`src/rtl/mem_wb_skid_stage.sv`:
```
// MEM->WB pipeline stage: two-entry skid register with valid/ready handshake and flush.
// Also produces the write-back mux result and the gated register-write strobe.
module mem_wb_skid_stage #(
    parameter int DATA_W = 32,
    parameter int RD_W   = 5,
    parameter int CTRL_W = 2,
    parameter int SKID   = 1
) (
    input  logic              clk_i,
    input  logic              rst_i,
    input  logic              flush_i,
    input  logic              valid_i,
    output logic              ready_o,
    input  logic [CTRL_W-1:0] ctrl_i,
    input  logic [RD_W-1:0]   rd_addr_i,
    input  logic [DATA_W-1:0] instr_i,
    input  logic [DATA_W-1:0] mem_i,
    input  logic [DATA_W-1:0] alu_i,
    output logic              valid_o,
    input  logic              ready_i,
    output logic [CTRL_W-1:0] ctrl_o,
    output logic [RD_W-1:0]   rd_addr_o,
    output logic [DATA_W-1:0] instr_o,
    output logic [DATA_W-1:0] mem_o,
    output logic [DATA_W-1:0] alu_o,
    output logic [DATA_W-1:0] wb_data_o,
    output logic              reg_write_o,
    output logic [1:0]        occupancy_o
);

    localparam int ENTRY_W   = CTRL_W + RD_W + 3 * DATA_W;
    localparam int MEM_LSB   = DATA_W;
    localparam int INSTR_LSB = 2 * DATA_W;
    localparam int RD_LSB    = 3 * DATA_W;
    localparam int CTRL_LSB  = 3 * DATA_W + RD_W;

    typedef enum logic [1:0] {
        OCC_EMPTY = 2'd0,
        OCC_ONE   = 2'd1,
        OCC_TWO   = 2'd2
    } occ_e;

    occ_e               state_r;
    occ_e               state_s;
    logic [ENTRY_W-1:0] main_r;
    logic [ENTRY_W-1:0] skid_r;
    logic [ENTRY_W-1:0] in_entry_s;
    logic               in_fire_s;
    logic               out_fire_s;
    logic               load_main_s;
    logic               load_skid_s;
    logic               pop_skid_s;
    logic               valid_s;
    logic               ready_s;
    logic [CTRL_W-1:0]  head_ctrl_s;
    logic [RD_W-1:0]    head_rd_s;

    assign in_entry_s  = {ctrl_i, rd_addr_i, instr_i, mem_i, alu_i};
    assign valid_s     = (state_r != OCC_EMPTY);
    assign in_fire_s   = valid_i & ready_s;
    assign out_fire_s  = valid_s & ready_i;
    assign head_ctrl_s = main_r[CTRL_LSB +: CTRL_W];
    assign head_rd_s   = main_r[RD_LSB +: RD_W];

    // With SKID the ready flag is registered from the next occupancy, cutting any path from ready_i.
    if (SKID != 0) begin : g_skid
        logic ready_r;

        // Ready register: low only while both entries are held.
        always_ff @(posedge clk_i or posedge rst_i) begin
            if (rst_i) begin
                ready_r <= 1'b1;
            end else begin
                ready_r <= (state_s != OCC_TWO);
            end
        end

        assign ready_s = ready_r;
    end else begin : g_single
        // Single entry: TWO is unreachable because an accept in ONE always coincides with a drain.
        assign ready_s = ~valid_s | ready_i;
    end

    // Occupancy state register.
    always_ff @(posedge clk_i or posedge rst_i) begin
        if (rst_i) begin
            state_r <= OCC_EMPTY;
        end else begin
            state_r <= state_s;
        end
    end

    // Next occupancy; flush overrides every handshake event.
    always_comb begin
        state_s = state_r;
        if (flush_i) begin
            state_s = OCC_EMPTY;
        end else begin
            case (state_r)
                OCC_EMPTY: begin
                    if (in_fire_s) state_s = OCC_ONE;
                    else           state_s = OCC_EMPTY;
                end
                OCC_ONE: begin
                    if (in_fire_s && !out_fire_s)      state_s = OCC_TWO;
                    else if (!in_fire_s && out_fire_s) state_s = OCC_EMPTY;
                    else                               state_s = OCC_ONE;
                end
                OCC_TWO: begin
                    if (out_fire_s) state_s = OCC_ONE;
                    else            state_s = OCC_TWO;
                end
                default: state_s = OCC_EMPTY;
            endcase
        end
    end

    // Entry-move strobes derived from the current occupancy and both handshakes.
    always_comb begin
        load_main_s = 1'b0;
        load_skid_s = 1'b0;
        pop_skid_s  = 1'b0;
        if (flush_i) begin
            load_main_s = 1'b0;
        end else begin
            case (state_r)
                OCC_EMPTY: load_main_s = in_fire_s;
                OCC_ONE: begin
                    load_main_s = in_fire_s & out_fire_s;
                    load_skid_s = in_fire_s & ~out_fire_s;
                end
                OCC_TWO:   pop_skid_s  = out_fire_s;
                default:   load_main_s = 1'b0;
            endcase
        end
    end

    // Main (head) and skid entry registers; contents are left as-is on flush.
    always_ff @(posedge clk_i or posedge rst_i) begin
        if (rst_i) begin
            main_r <= {ENTRY_W{1'b0}};
            skid_r <= {ENTRY_W{1'b0}};
        end else begin
            if (load_main_s) begin
                main_r <= in_entry_s;
            end else if (pop_skid_s) begin
                main_r <= skid_r;
            end
            if (load_skid_s) begin
                skid_r <= in_entry_s;
            end
        end
    end

    // Head decode: control is masked on a bubble so the write strobe drops with it.
    always_comb begin
        valid_o     = valid_s;
        ready_o     = ready_s;
        occupancy_o = state_r;
        rd_addr_o   = head_rd_s;
        instr_o     = main_r[INSTR_LSB +: DATA_W];
        mem_o       = main_r[MEM_LSB +: DATA_W];
        alu_o       = main_r[0 +: DATA_W];
        if (valid_s) begin
            ctrl_o = head_ctrl_s;
        end else begin
            ctrl_o = {CTRL_W{1'b0}};
        end
        if (valid_s && head_ctrl_s[0]) begin
            wb_data_o = main_r[MEM_LSB +: DATA_W];
        end else begin
            wb_data_o = main_r[0 +: DATA_W];
        end
        reg_write_o = valid_s & head_ctrl_s[1] & (head_rd_s != {RD_W{1'b0}});
    end

endmodule

```
`config.mk`:
```
export PLATFORM = sky130hd
export DESIGN_NAME = mem_wb_skid_stage
export DESIGN_NICKNAME = d
export VERILOG_FILES = /design/src/rtl/mem_wb_skid_stage.sv
export SDC_FILE = /design/constraint.sdc
export NUM_CORES = 1
export LEC_CHECK = 0
export ABC_AREA = 1
export CAP_MARGIN = 20
export CORE_MARGIN = 8
export CORE_UTILIZATION = 38
export DETAILED_ROUTE_END_ITERATION = 8
export PLACE_DENSITY_LB_ADDON = 0.25
export SLEW_MARGIN = 20
export SYNTH_ARGS = -nofsm -noshare
export SYNTH_HDL_FRONTEND = slang
export SYNTH_SLANG_ARGS = --single-unit
```
`constraint.sdc`:
```
create_clock -name clk_i -period 8.3 [get_ports clk_i]
set_input_delay 2.075 -clock clk_i [delete_from_list [all_inputs] [get_ports clk_i]]
set_output_delay 2.075 -clock clk_i [all_outputs]
set_load 0.03 [all_outputs]
```
==> impl_metrics.env <==
export IMPL_finalSetupTns_ps=0
export IMPL_area_growth_pct=25.2
export IMPL_wl_mm=31.8
export IMPL_crit_family="buffers and inverters"
export IMPL_clockRootBuffer="clkbuf_16"
export IMPL_gp_congestion=0.846
export IMPL_postCtsSetupBuffers=0
export IMPL_antenna_found_initial=1
export IMPL_finalCritPeriodShare=0.647
export IMPL_numCtsBuffers=25
export IMPL_clock_fmax_ghz=0.186
export IMPL_timing_max_cap_violations=0
export IMPL_top_layer="met4"
export IMPL_cp_data_arrival_time_ps=3290
export IMPL_tightest_slew_ps=983
export IMPL_path_common_cell="nand2_1"
export IMPL_worstPathMaxFanout=33
export IMPL_grt_pass1_vias=8831
export IMPL_nFillCells=2724
export IMPL_ys_ff_latch=209
export IMPL_stdcell_area_um2=13500
export IMPL_std_cell_rows=61
export IMPL_wl_met1_mm=14.1
export IMPL_crit_cells=9
export IMPL_outcome="complete, no violations"
export IMPL_r2r_setup_slack_ps=4980
export IMPL_rr_endpoint="main_r[58]"
export IMPL_synth_edf_count=0
export IMPL_routed_via_density=4.70
export IMPL_vias=9148
export IMPL_max_stage_delay_ps=590
export IMPL_wl_met3_mm=2.59
export IMPL_synth_nets=1565
export IMPL_ant_nets=0
export IMPL_rsz0062_at_grt="no"
export IMPL_clockBufferDepth=3
export IMPL_hold_class="reg2reg"
export IMPL_wl_per_cell_um=16.3
export IMPL_grt_max_degree=112
export IMPL_required_ps=6230
export IMPL_grt_pass1_wl_mm=50.0
export IMPL_syn_inst=1455
export IMPL_io_buffers=247
export IMPL_holdPathEnd="main_r[101]"
export IMPL_overflow=0
export IMPL_min_delay_path_depth=2
export IMPL_dr_pass1_iters=5
export IMPL_crit_chain="nor2_2 -> inv_1 -> nand2_1 -> buf_4 -> inv_1 -> buf_4 -> nand2_1 -> nand2_1 -> clkdlybuf4s50_1"
export IMPL_finalSetupViolCount=0
export IMPL_grt_usage=0.183
export IMPL_syn_avg_cell_area_um2=7.43
export IMPL_peakVddDrop_mv=0.196
export IMPL_cts_tree="built"
export IMPL_yosysUniqueCellTypes=21
export IMPL_p_per_area_nw_per_um2=300
export IMPL_nNetsFinal=1665
export IMPL_maxSlewHeadroom=0.344
export IMPL_final_core_util=0.484
export IMPL_dpl_hpwl_mm=20.2
export IMPL_design_core_area_um2=27900
export IMPL_hold_buffers=0
export IMPL_drv_slew=0
export IMPL_floorplan_die_area_um2=34100
export IMPL_min_from="main_r[101]"
export IMPL_cts_sinks=209
export IMPL_final_hold_viol_count=0
export IMPL_ys_warn_count=0
export IMPL_drive_gt1_frac=0.0363
export IMPL_r2r_start="occupancy_o[1]"
export IMPL_period_needed_ps=5370
export IMPL_fin_total_pwr_uw=4050
export IMPL_leakage_uw=0.00682
export IMPL_dpl_cell_area_um2=12700
export IMPL_worstSetupEndpointType="primary output"
export IMPL_cp_slowest_cell="clkdlybuf4s50_1"
export IMPL_critical_path_class="reg2out"
export IMPL_clk_pin_slew_ps=60
export IMPL_fp_dieW_um=185
export IMPL_num_io_pins=248
export IMPL_startpoint_type="flip-flop"
export IMPL_synth_cell_area_um2=10800
export IMPL_drc=0
export IMPL_start_util=0.387
export IMPL_clkLatencyLatePin_ps=510
export IMPL_reg2regPathDepth=9
export IMPL_synthArstFlopShare=1.00
export IMPL_ctsResizeCount=0
export IMPL_h_tree_depth=1
export IMPL_ys_seq_area_frac=0.484
export IMPL_drtIter0Drc=674
export IMPL_finClkSkew_ps=9.77
export IMPL_ys_flop_type="dfrtp_1"
export IMPL_wl_met2_mm=14.5
export IMPL_die_h_um=185
export IMPL_critPathBufInv=5
## worst max path at each step
stage                    from             to
2_1_floorplan           rst_i      main_r[0]
3_3_place_gp          flush_i     main_r[46]
3_5_place_dp          flush_i    main_r[100]
4_1_cts        occupancy_o[1]  wb_data_o[19]
5_1_grt        occupancy_o[1]  wb_data_o[25]
6_report       occupancy_o[1]  wb_data_o[19]
## area by class of cell
cell class                 count  area, um2  area share
tap                          378        473      0.0350
clock buffer                  35        703      0.0520
multi-input combinational    843       3650       0.270
timing repair buffer         257       2580       0.191
sequential                   209       5230       0.387
antenna                        1       2.50    0.000185
clock inverter                 6       55.1     0.00407
inverter                     219        832      0.0615
## state kept, by name (all words and copies together) (netlist names)
name and cells:
main_r 103, occupancy_o 2, skid_r 103, ready_o 1
## stage by stage
step	hold WS, ps	setup slack (ps)	std cells
final	477	2930	1948
after global routing	504	2710	1948
after CTS	482	2840	1945
after detailed placement	465	2960	1904
after global placement	462	3000	1904
after floorplan	449	517	1455
## kinds of logic (layout without fill, tap and decap cells)
family,count (synthesis),after routing,synth area share
adder cells (fa/ha/maj),2,2,0.00231
buffers and inverters,403,517,0.181
other,0,1,0
flip-flops,209,209,0.484
AND/OR/NAND/NOR,631,631,0.234
AO/OA/AOI/OAI,210,210,0.0981
## worst min-delay path: stages (launching register included)
cell,delay [ps]
dfrtp_1,340
nand2_1,50
nand2_1,50
## cell usage in the layout, fill, tap and decap left out, types with 2 or more instances in the layout
cell type,netlist,layout
nand2_1,514,514
inv_1,218,217
buf_4,103,8
dfrtp_1,208,208
nand3_1,104,104
clkbuf_1,38,6
clkdlybuf4s50_1,0,247
ha_1,2,2
nand2_4,1,2
nand2_2,4,2
o21ai_0,207,207
clkbuf_8,0,4
nor2_1,5,5
clkbuf_16,0,25
clkinv_2,0,5
## per-layer routing
layer,global-route usage,up-vias
met4,0.0461,0
met2,0.290,286
met1,0.246,4285
met5,0,-
li1,-,4531
met3,0.0467,46
## power by group
group / switching, uW / internal [uW] / leakage (uW)
clock network: 420 / 615 / 0.000378
logic: 878 / 576 / 0.00390
registers: 222 / 1340 / 0.00253
total: 1520 / 2530 / 0.00682
## Yosys cell counts (2+ instances only)
cell type	n	area share
buf_2	42	0.019
buf_4	103	0.072
clkbuf_1	38	0.013
dfrtp_1	208	0.48
ha_1	2	0.0023
inv_1	218	0.076
nand2_1	514	0.18
nand2_2	4	0.0023
nand3_1	104	0.048
nor2_1	5	0.0017
o21ai_0	207	0.096
No activity file was read; power rests on OpenSTA's default activity.
